**src/rtl/eeg_sample_loader.sv**
```systemverilog
// Purpose : receives one EEG window of unsigned 16-bit ADC samples and writes them,
//           converted to double-width fixed point, into intermediate-result memory.
// Latency : a write request (mem_wr_en) appears 1 cycle after a sample is accepted.
// Backpressure: adc_ready drops while a buffered write waits for mem_gnt, or once the
//           whole window has been accepted.
//
// Ports:
//   clk, rst_n            clock, asynchronous active-low reset
//   start, abort          window start pulse / synchronous soft abort (abort wins)
//   adc_data/valid/ready  sample stream handshake
//   mem_wr_en/addr/data   write request; completes on mem_wr_en && mem_gnt
//   mem_width             always DOUBLE_WIDTH
//   busy, load_done       window in progress / one-cycle pulse after the last write
//   dropped               sticky flag: a sample was offered while idle
module eeg_sample_loader #(
  parameter int NUM_SAMPLES   = 3840,
  parameter int ADDR_W        = 16,
  parameter int BASE_ADDR     = 0,
  parameter int ADC_FRAC_BITS = 12,
  parameter int Q_DOUBLE      = 20
) (
  input  logic              clk,
  input  logic              rst_n,
  input  logic              start,
  input  logic              abort,
  input  logic [15:0]       adc_data,
  input  logic              adc_valid,
  output logic              adc_ready,
  output logic              mem_wr_en,
  output logic [ADDR_W-1:0] mem_addr,
  output logic [29:0]       mem_data,
  output logic              mem_width,
  input  logic              mem_gnt,
  output logic              busy,
  output logic              load_done,
  output logic              dropped
);

  localparam int CNT_W = $clog2(NUM_SAMPLES + 1);
  localparam int SHIFT = Q_DOUBLE - ADC_FRAC_BITS;
  localparam logic DOUBLE_WIDTH = 1'b1;

  // The drain phase is not a separate state: it is LOAD with the sample
  // counter at NUM_SAMPLES, which already forces adc_ready low.
  typedef enum logic [0:0] {
    S_IDLE = 1'b0,
    S_LOAD = 1'b1
  } state_t;

  state_t           state;
  state_t           state_nxt;
  logic [CNT_W-1:0] acc_cnt;   // samples accepted this window
  logic [CNT_W-1:0] wr_idx;    // index of the write currently pending / next to issue
  logic             complete;  // pending write accepted by the arbiter this cycle
  logic             xfer;      // sample accepted this cycle
  logic             last_done; // final write of the window completes this cycle
  logic [29:0]      conv_data;

  assign mem_width = DOUBLE_WIDTH;
  assign busy      = (state == S_LOAD);
  assign mem_addr  = ADDR_W'(BASE_ADDR) + ADDR_W'(wr_idx);
  // Code / 2^ADC_FRAC_BITS re-expressed with Q_DOUBLE fractional bits; the
  // largest code stays below the sign bit, so no saturation is required.
  assign conv_data = {14'b0, adc_data} << SHIFT;

  always_comb begin
    complete  = mem_wr_en && mem_gnt;
    // Combinational from mem_gnt so a granted write frees the buffer in the
    // same cycle, giving one sample per cycle when the arbiter keeps up.
    adc_ready = (state == S_LOAD) && (acc_cnt < CNT_W'(NUM_SAMPLES)) &&
                (!mem_wr_en || mem_gnt);
    xfer      = adc_valid && adc_ready;
    last_done = (state == S_LOAD) && complete && (wr_idx == CNT_W'(NUM_SAMPLES - 1));

    state_nxt = state;
    if (abort) begin
      state_nxt = S_IDLE;
    end else begin
      case (state)
        S_IDLE:  if (start) state_nxt = S_LOAD;
        S_LOAD:  if (last_done) state_nxt = S_IDLE;
        default: state_nxt = S_IDLE;
      endcase
    end
  end

  always_ff @(posedge clk or negedge rst_n) begin
    if (!rst_n) begin
      state     <= S_IDLE;
      acc_cnt   <= '0;
      wr_idx    <= '0;
      mem_wr_en <= 1'b0;
      mem_data  <= '0;
      load_done <= 1'b0;
      dropped   <= 1'b0;
    end else begin
      state     <= state_nxt;
      load_done <= last_done && !abort;

      // A start that abort overrides does not count, so it leaves dropped alone.
      if ((state == S_IDLE) && start && !abort) begin
        dropped <= 1'b0;
      end else if ((state == S_IDLE) && adc_valid) begin
        dropped <= 1'b1;
      end

      if (abort) begin
        acc_cnt   <= '0;
        wr_idx    <= '0;
        mem_wr_en <= 1'b0;
        mem_data  <= '0;
      end else if (state == S_IDLE) begin
        if (start) begin
          acc_cnt <= '0;
          wr_idx  <= '0;
        end
      end else if (last_done) begin
        acc_cnt   <= '0;
        wr_idx    <= '0;
        mem_wr_en <= 1'b0;
      end else begin
        if (complete) begin
          wr_idx <= wr_idx + CNT_W'(1);
        end
        // A new sample reloads the buffer even while the old one is being
        // granted, keeping mem_wr_en high for back-to-back writes.
        if (xfer) begin
          acc_cnt   <= acc_cnt + CNT_W'(1);
          mem_wr_en <= 1'b1;
          mem_data  <= conv_data;
        end else if (complete) begin
          mem_wr_en <= 1'b0;
        end
      end
    end
  end

endmodule

```
**config.mk**
```make
export PLATFORM = sky130hd
export DESIGN_NAME = eeg_sample_loader
export DESIGN_NICKNAME = d
export VERILOG_FILES = /design/src/rtl/eeg_sample_loader.sv
export SDC_FILE = /design/constraint.sdc
export NUM_CORES = 1
export LEC_CHECK = 0
export ABC_CLOCK_PERIOD_IN_PS = 1960
export CAP_MARGIN = 20
export CORE_MARGIN = 2
export CORE_UTILIZATION = 63
export DETAILED_ROUTE_END_ITERATION = 8
export DONT_BUFFER_PORTS = 1
export GPL_ROUTABILITY_DRIVEN = 1
export MAX_ROUTING_LAYER = met4
export PLACE_DENSITY = 0.79
export SLEW_MARGIN = 30
export SYNTH_ARGS = -nofsm -noshare
export SYNTH_HDL_FRONTEND = slang
export SYNTH_SLANG_ARGS = --single-unit
export TNS_END_PERCENT = 10
```
**constraint.sdc**
```tcl
create_clock -name clk -period 1.96 [get_ports clk]
set_input_delay 0.294 -clock clk [delete_from_list [all_inputs] [get_ports clk]]
set_output_delay 0.294 -clock clk [all_outputs]
set_load 0.03 [all_outputs]
```
==> flow_summary.yaml, run 1 <==
logic_synthesis:
  yosys.area_share.xor_xnor_pct: 0.3497
  yosys.area_share.adder_pct: 0.9990
  synth_cell_types: 49
  synth.mux.area_fraction_pct: 0.4496
  synthSimpleGateAreaFrac_pct: 18.78
  synth_edf_count: 0
  synth_area_um2: 2505
  ys_async_sr_fraction_pct: 100.0
  ys_seq_elements: 44
  postSynthCellCount: 268
  synth.avg_cell_area_um2: 9.347
  synth_flop_cell: "dfrtp_1"
  synth_top_family_by_area: "compound AO/OA/AOI/OAI gates"
  synth-seq-area-share_pct: 43.96
  synth_compound_area_share_pct: 23.18
  yosysWarningCount: 0
detailed_routing:
  wl_per_cell_um: 16.34
  via_count: 2075
  viasPerCell: 6.213
  route.detailed.drc: 0
  drt_iter0_drc: 195
  drt-total-wl_um: 5456
  firstDrtPassIters: 4
  antenna_left: 0
finish:
  nNetsFinal: 309
  final_common_cell: "dfrtp_1"
  diodes: 0
  drive_gt1_share_pct: 15.73
  finalNonFillerCells: 334
  final_cell_mix: "dfrtp_1 (44), buf_4 (27), a21oi_1 (26)"
  area_growth_pct: 8.791
hold_path:
  hold_start: "abort"
  hp-class: "in2reg"
  min_to: "mem_data[23]$_DFFE_PN0P_"
  whs_path_depth: 1
setup_path:
  crit_required_ps: 2160
  path_class: "reg2reg"
  r2r_cells: 6
  endpoint_kind: "register"
  r2r-end: "acc_cnt[2]$_DFFE_PN0P_"
  cp_max_fo: 12
  arrival_ps: 2100
  r2r_slack_ps: 60
  r2r-start: "wr_idx[0]$_DFFE_PN0P_"
  start_kind: "register"
grt:
  grt_pass1_wl_um: 8707
  grt_remaining_overflow: 0
  grt.total_usage_pct: 26.32
  antenna_found_initial: 0
  grt_pass1_vias: 1808
  grt_start_max_net_pins: 45
clock_tree:
  cts_made_buffers: 5
  cts_buffer_depth: 2
  htree_levels: 2
  clkLatencyLatePin_ps: 300
  tritoncts: "built"
  clock-sinks: 44
  cts-root-buf: "clkbuf_8"
  post-cts-setup-buffers: 0
  clk_pin_slew_ps: 90
sta:
  setup_viol: 0
  holdWs_ps: 44.94
  max_freq_mhz: 527.1
  post-route-min-period_ps: 1897
  fin_skew_ps: 11.14
  final_max_slew_viol_count: 0
  finalCritPeriodShare_pct: 96.80
  hold_violations: 0
  rsz0062_at_grt: "yes"
power:
  p_leak_nw: 1.216
  peakVddDrop_mv: 0.4439
  pwr_density_cell_nw_per_um2: 722.1
job:
  cap_violations: 0
floorplan:
  core_area_um2: 3744
  dieHeight_um: 67.06
  io_pins: 74
  initial_core_util_pct: 66.91
  dieArea_um2: 4496
  rows: 22
  die_width_um: 67.06
placed_design:
  port_buffers: 0
  place_hpwl_um: 3743
  place_inst: 324
  place_congestion: 0.8615
run_status:
  status: "finished, final reports clean"
synthesized netlist by cell type, types with 2 or more instances:
| cell | instances | area [µm²] |
|---|---|---|
| nor3_1 | 4 | 20.02 |
| a22o_1 | 4 | 35.03 |
| buf_6 | 6 | 67.56 |
| nand4_1 | 10 | 62.56 |
| o41ai_1 | 2 | 17.52 |
| nand2b_1 | 4 | 25.02 |
| and3_1 | 6 | 37.54 |
| and4_1 | 2 | 17.52 |
| conb_1 | 2 | 7.510 |
| or2_2 | 2 | 12.51 |
| and2_1 | 2 | 12.51 |
| clkbuf_1 | 3 | 11.26 |
| nor2_1 | 13 | 48.80 |
| or3_1 | 2 | 12.51 |
| dfrtp_1 | 44 | 1101 |
| buf_2 | 7 | 35.03 |
| a21oi_1 | 26 | 130.1 |
| nand2_1 | 15 | 56.30 |
| a22oi_1 | 2 | 15.01 |
| buf_4 | 19 | 142.6 |
| ha_1 | 2 | 25.02 |
| inv_1 | 5 | 18.77 |
| o211ai_1 | 3 | 22.52 |
| nor4_1 | 3 | 18.77 |
| a31oi_1 | 13 | 81.33 |
| nand3_1 | 23 | 115.1 |
| o21ai_0 | 10 | 50.05 |
| o21ai_1 | 12 | 60.06 |
| a21o_1 | 2 | 15.01 |
sequential cells by signal, summed over array words and instances (netlist names):
signal,cells
acc_cnt,12
busy,1
dropped,1
load_done,1
mem_data,16
mem_wr_en,1
wr_idx,12
metal layers:
layer	share of wire (%)	vias to the layer above	routed length, µm	global-route usage, %
met5	0	-	0	-
met4	1.1	0	59	7.653
met3	7.2	9	393	7.095
met2	47	86	2574	39.98
met1	44	997	2427	34.64
li1	-	983	-	-
what timing repair did:
action	4_1_cts	5_1_grt
hold buffers	2	0
resized for setup	0	2
setup endpoints to repair	0	5
hold endpoints to repair	44	0
where the power goes:
group,internal (W),leakage (nW),switching [W]
registers,0.000935,0.605,0.0000636
logic,0.0000608,0.547,0.000152
clock network,0.000450,0.0645,0.000307
through the flow:
stage / setup TNS [ps] / cell area, µm² / util, % / total power (W) / setup slack (ps)
floorplan: 0 / 2569 / - / 0.001200 / 76.32
global placement: 0 / 2557 / 68.32 / 0.001197 / 176.1
detailed placement: 0 / 2557 / 68.32 / 0.001201 / 109.5
CTS: 0 / 2714 / 72.49 / 0.001978 / 73.19
global route: -11.64 / 2725 / 72.79 / 0.002053 / -11.64
finish: 0 / 2725 / 72.79 / 0.001968 / 62.74
layout make-up:
class	instances	area, µm²
multi-input cells	199	1175
flip-flops and latches	44	1101
fillers	292	1018
repair buffers	30	244.0
clock buffers	7	96.34
well taps	48	60.06
clock inverters	1	30.03
inverters	5	18.77
worst max-delay path by stage:
stage,to,from,cells past startpoint
after floorplan,wr_idx[2]$_DFFE_PN0P_,wr_idx[0]$_DFFE_PN0P_,7
after global placement,wr_idx[3]$_DFFE_PN0P_,wr_idx[0]$_DFFE_PN0P_,7
after detailed placement,wr_idx[3]$_DFFE_PN0P_,wr_idx[0]$_DFFE_PN0P_,7
after CTS,wr_idx[3]$_DFFE_PN0P_,wr_idx[0]$_DFFE_PN0P_,7
after global routing,acc_cnt[2]$_DFFE_PN0P_,wr_idx[0]$_DFFE_PN0P_,6
final,acc_cnt[2]$_DFFE_PN0P_,wr_idx[0]$_DFFE_PN0P_,6
critical path, cell delays in order (launching register included):
cell     delay, ps
dfrtp_1        390
ha_1           220
and3_1         260
a41oi_4        440
buf_4          200
a31oi_1         80
a31oi_1        200
cells by family (layout without fill, tap and decap cells):
family / count (synthesis) / in the layout
buf+inv: 42 / 43
flops: 44 / 44
fa+ha+maj: 2 / 2
compound gates: 87 / 87
xor+xnor: 1 / 1
simple gates: 89 / 89
other cells: 2 / 19
mux: 1 / 1
No activity file was read; power rests on OpenSTA's default activity.
==> run 2: changes to the inputs <==
--- a/config.mk
+++ b/config.mk
@@ -5,15 +5,16 @@
 export SDC_FILE = /design/constraint.sdc
 export NUM_CORES = 1
 export LEC_CHECK = 0
-export ABC_CLOCK_PERIOD_IN_PS = 1960
+export ABC_CLOCK_PERIOD_IN_PS = 1600
 export CAP_MARGIN = 20
 export CORE_MARGIN = 2
-export CORE_UTILIZATION = 63
+export CORE_UTILIZATION = 59
+export CTS_BUF_LIST = sky130_fd_sc_hd__clkbuf_8
 export DETAILED_ROUTE_END_ITERATION = 8
 export DONT_BUFFER_PORTS = 1
 export GPL_ROUTABILITY_DRIVEN = 1
 export MAX_ROUTING_LAYER = met4
-export PLACE_DENSITY = 0.79
+export PLACE_DENSITY = 0.78
 export SLEW_MARGIN = 30
 export SYNTH_ARGS = -nofsm -noshare
 export SYNTH_HDL_FRONTEND = slang
==> constraint.sdc (replaced) <==
create_clock -name clk -period 1.6 [get_ports clk]
set_input_delay 0.24 -clock clk [delete_from_list [all_inputs] [get_ports clk]]
set_output_delay 0.24 -clock clk [all_outputs]
set_load 0.03 [all_outputs]
==> run 2 against run 1 <==
First-iteration DRC count is 14% lower. Clock skew decreased by 8.0 ps. The run now ends with negative setup slack left. Global-route usage up 0.21 points. Highest routed layer unchanged. Non-clock buffer count increased by 28. Maximum frequency increased by 11%.
==> flow_summary.yaml, run 2 (synthesis gave the netlist of run 1 again) <==
sta:
  fin_skew_ps: 3.169
  max_freq_mhz: 584.3
  finalCritPeriodShare_pct: 107.0
  final_max_slew_viol_count: 0
  tns_ps: -293.3
  setup_slack_ps: -111.4
  setup_viol: 7
  worst_pin_slew_ps: 656.5
  rsz0062_at_grt: "yes"
  post-route-min-period_ps: 1711
  max-slew-margin-rel_pct: 56.09
  hold_violations: 0
finish:
  diodes: 0
  utilization_pct: 76.32
  nNetsFinal: 337
  largest_reg_flops: 16
  largest-register: "mem_data"
  area_growth_pct: 23.63
  final_common_cell: "buf_4"
  drive_gt1_share_pct: 28.66
  top_regs: "mem_data (16), acc_cnt (12), wr_idx (12)"
  multi_input_area_um2: 1266
  fillerInstances: 265
  register_area_um2: 1105
  final_cell_mix: "buf_4 (47), dfrtp_1 (41), a21oi_1 (23)"
clock_tree:
  tritoncts: "built"
  clkLatencyLatePin_ps: 300
  clk_pin_slew_ps: 90
  htree_levels: 2
  cts-root-buf: "clkbuf_8"
  cts_made_buffers: 5
  clock-sinks: 44
  cts_buffer_depth: 2
setup_path:
  cp_max_fo: 22
  path_class: "reg2reg"
  crit_chain: "ha_4, and3_4, a41oi_4, buf_12, nand3_2, o32ai_1"
  crit_path_top_delay_cell: "dfrtp_2"
  max_stage_delay_ps: 430
  endpoint_kind: "register"
  start_kind: "register"
  arrival_ps: 1900
  crit_required_ps: 1790
detailed_routing:
  antenna_left: 0
  drt-total-wl_um: 6312
  viasPerCell: 6.110
  route.detailed.drc: 0
  firstDrtPassIters: 5
  wl_per_cell_um: 17.34
  drt_iter0_drc: 168
  via_count: 2224
floorplan:
  rows: 23
  dieHeight_um: 69.16
  dieArea_um2: 4783
  io_pins: 74
  die_width_um: 69.16
  core_area_um2: 4058
  initial_core_util_pct: 61.73
grt:
  antenna_found_initial: 0
  grt_pass1_vias: 2193
  grt.total_usage_pct: 26.52
  grt_remaining_overflow: 0
  grt_pass1_wl_um: 10130
  grt_start_max_net_pins: 45
job:
  cap_violations: 0
power:
  p_leak_nw: 1.370
  pwr_density_cell_nw_per_um2: 776.3
  peakVddDrop_mv: 0.3869
placed_design:
  place_hpwl_um: 3928
  place_congestion: 0.8843
  port_buffers: 0
run_status:
  status: "finished with violations"
  violations: "negative setup slack"
hold_path:
  hp-class: "in2reg"
-- run 2: area by class of cell --
cell class / instances / area share, %
Clock buffer: 5 / 2.222
Timing Repair Buffer: 58 / 17.09
Clock inverter: 3 / 1.495
Inverter: 5 / 0.6061
Multi-Input combinational cell: 199 / 40.89
Sequential cell: 44 / 35.68
Tap cell: 50 / 2.020
-- run 2: final timing paths --
path	end	from	slack (ps)	cells after the start
worst max register to register	acc_cnt[10]$_DFFE_PN0P_	wr_idx[1]$_DFFE_PN0P_	-110	6
max in group asynchronous	wr_idx[1]$_DFFE_PN0P_	rst_n	970	2
worst min-delay path	dropped$_DFFE_PN0P_	start	20	1
min in group asynchronous	mem_data[14]$_DFFE_PN0P_	rst_n	410	2
worst min register to register	acc_cnt[11]$_DFFE_PN0P_	acc_cnt[11]$_DFFE_PN0P_	510	1
worst max-delay path	acc_cnt[10]$_DFFE_PN0P_	wr_idx[1]$_DFFE_PN0P_	-110	6
-- run 2: worst max-delay path, delay by kind of cell, from the launching register on --
kind                     cells  cell delay (ps)
AO/OA/AOI/OAI                2              500
flip-flops                   1              430
AND/OR/NAND/NOR              2              300
adder cells (fa/ha/maj)      1              170
buffers and inverters        1              190
-- run 2: stage by stage --
step	area [µm²]	std cells	setup slack (ps)	hold slack (ps)	total power, W
floorplan	2590	285	-115.9	-55.59	0.001471
global placement	2739	342	-62.48	-54.79	0.001501
detailed placement	2739	342	-148.3	-54.76	0.001505
CTS	2958	356	-24.83	11.45	0.002408
global route	3097	364	-184.9	13.96	0.002498
finish	3097	364	-111.4	19.99	0.002404
-- run 2: power by group --
part	internal (W)	switching (W)	leakage, nW	total, W
clock network	0.000470	0.000395	0.0548	0.000865
registers	0.00115	0.0000690	0.600	0.00122
logic	0.000113	0.000211	0.715	0.000324
total	0.00173	0.000675	1.37	0.00240
-- run 2: routing by layer --
layer | global-route usage [%] | vias up | wire length [µm]
met2 | 41.67 | 109 | 3219
li1 | - | 1047 | -
met3 | 7.018 | 4 | 491
met4 | 10.02 | 0 | 59
met1 | 32.92 | 1064 | 2540
met5 | - | - | 0
-- run 2: timing repair --
action | CTS | global route
cloned | 1 | 0
buffers inserted | 2 | 8
pin swaps | 4 | 9
hold buffers | 3 | 0
endpoints found under the hold margin | 63 | 0
gates resized for setup | 9 | 17
setup endpoints to repair | 25 | 36
==> edit: new RTL, config.mk and constraints of run 1 <==
Make the reset (`rst_n`) synchronous in one clocked block. Comments in the files are not updated.
--- a/src/rtl/eeg_sample_loader.sv
+++ b/src/rtl/eeg_sample_loader.sv
@@ -85,5 +85,5 @@
   end
 
-  always_ff @(posedge clk or negedge rst_n) begin
+  always_ff @(posedge clk) begin
     if (!rst_n) begin
       state     <= S_IDLE;
Function: differs if rst_n is asserted again (counterexample within 4 cycles, from zero or initial values and one cycle with rst_n low); with rst_n held inactive, the same outputs for 10 cycles.
==> edit against run 1 <==
Combinational power fell by 42%. Non-clock buffer count decreased by 8. Sequential cell count unchanged. Area after synthesis down 17%. Design area down 18%. Power is 27% lower. Setup slack better by 38 ps. Critical endpoint is now acc_cnt[4]. Wire length down 23%.
==> edit: results (changes against run 1) <==
| Metric | Value |
|---|---|
| Clock skew after layout | 12.9 ps (+1.75 ps) |
| Post-synthesis sequential area ratio | 42.4% (-1.5 points) |
| Crit path time final | 1860 ps (-37.5 ps) |
| Status | complete, no violations |
| R2r setup slk | 100 ps (+40 ps) |
| All-layer global routing usage | 23.7% (-2.6 points) |
| Clk slew on worst S/H paths | 110 ps (+20 ps) |
| Fin Hold WS | 80.4 ps (+35.5 ps) |
| Top post-synthesis cells by area | dfxtp_1, nand2_1, buf_4 |
| Dpl hpwl | 3110 um (-17%) |
| Reg-to-reg critical path startpoint | wr_idx[0] |
| Ys flop type | dfxtp_1 |
| Asr flop ratio synth | 0% (-100 points) |
| Share of layout cells above drive strength 1 | 12.3% (-3.4 points) |
| Worst-case reg-to-reg path depth | 7 (+1) |
| Pre-CTS WS | 73.8 ps (-35.6 ps) |
| Most numerous cell in the Yosys netlist | nand2_1 |
| GR Layer Usage met3 | 7.35% (+0.26 points) |
| Met2 usage in global routing | 36.3% (-3.7 points) |
| Nets | 300 (-2.9%) |
| DR iter-0 viols | 175 (-10%) |
| Reg-to-reg critical path endpoint | acc_cnt[4] |
| Hold path depth | 2 (+1) |
| WL final | 4220 um (-23%) |
| Clock root buffer | clkbuf_4 |
| Worst vdd ir | 0.378 mV (-15%) |
| First-pass GRT wire length | 6390 um (-27%) |
| Largest net degree at the start of global routing | 20 (-56%) |
| Worst-Skew Late Latency | 340 ps (+40 ps) |
| Vias in the first global route | 1479 (-18%) |
| Critical Path Slowest Stage Cell | dfxtp_1 |
| FILL cells | 258 (-12%) |
| Final GP Congestion | 0.902 (+4.7%) |
[edit: changes by cell type after synthesis, sizes merged, moves of 3 or more]
cell,change
o21ai,-6
nor3,+5
nand4,-4
nor2,+11
xor2,+8
buf,-8
a31oi,-13
nand2,+38
dfrtp,-44
dfxtp,+44
nand3,-13
o211ai,-3
a22o,-3
a21oi,-4
[edit: cell families after synthesis]
logic type,count (synthesis),synth area share (%)
buf+inv,30,9.76
compound gates,45,12.1
mux,1,0.482
simple gates,122,29.0
xor+xnor,11,4.64
fa+ha+maj,2,1.21
flops,44,42.4
other cells,2,0.362
[edit: cell type report]
type	count	area share [%]
Inverter	3	0.502
Sequential cell	44	39.2
Clock inverter	1	0.223
Timing Repair Buffer	22	8.08
Clock buffer	6	1.84
Multi-Input combinational cell	200	47.7
Tap cell	44	2.45
[edit: metal layers]
metal  routed length, um  vias up
li1                    -      870
met1                1920      774
met2                1950       76
met3                 343        2
met4                  17        0
met5                   0        -
[edit: repair_timing]
item / CTS / global route
resized for setup: 0 / 3
endpoints found under the setup margin: 0 / 19
hold endpoints to repair: 0 / 0
[edit: metrics by stage]
step	util, %	instances
after floorplan	-	274
after global placement	70.3	313
after detailed placement	70.3	313
after CTS	71.8	320
after global routing	72.3	320
final	72.3	320
[edit: worst max-delay path by stage]
| stage | startpoint | end | slack [ps] | cells after the start |
|---|---|---|---|---|
| 2_1_floorplan | wr_idx[0] | acc_cnt[4] | -5 | 6 |
| 3_3_place_gp | wr_idx[0] | acc_cnt[4] | 160 | 7 |
| 3_5_place_dp | wr_idx[0] | acc_cnt[4] | 70 | 7 |
| 4_1_cts | wr_idx[0] | mem_data[22] | 40 | 7 |
| 5_1_grt | mem_wr_en | acc_cnt[4] | 8 | 6 |
| 6_report | wr_idx[0] | acc_cnt[4] | 100 | 7 |
[edit: report_power, final]
part	switching, W	internal (W)
registers	0.0000162	0.000901
logic	0.0000967	0.0000269
clock network	0.000260	0.000133
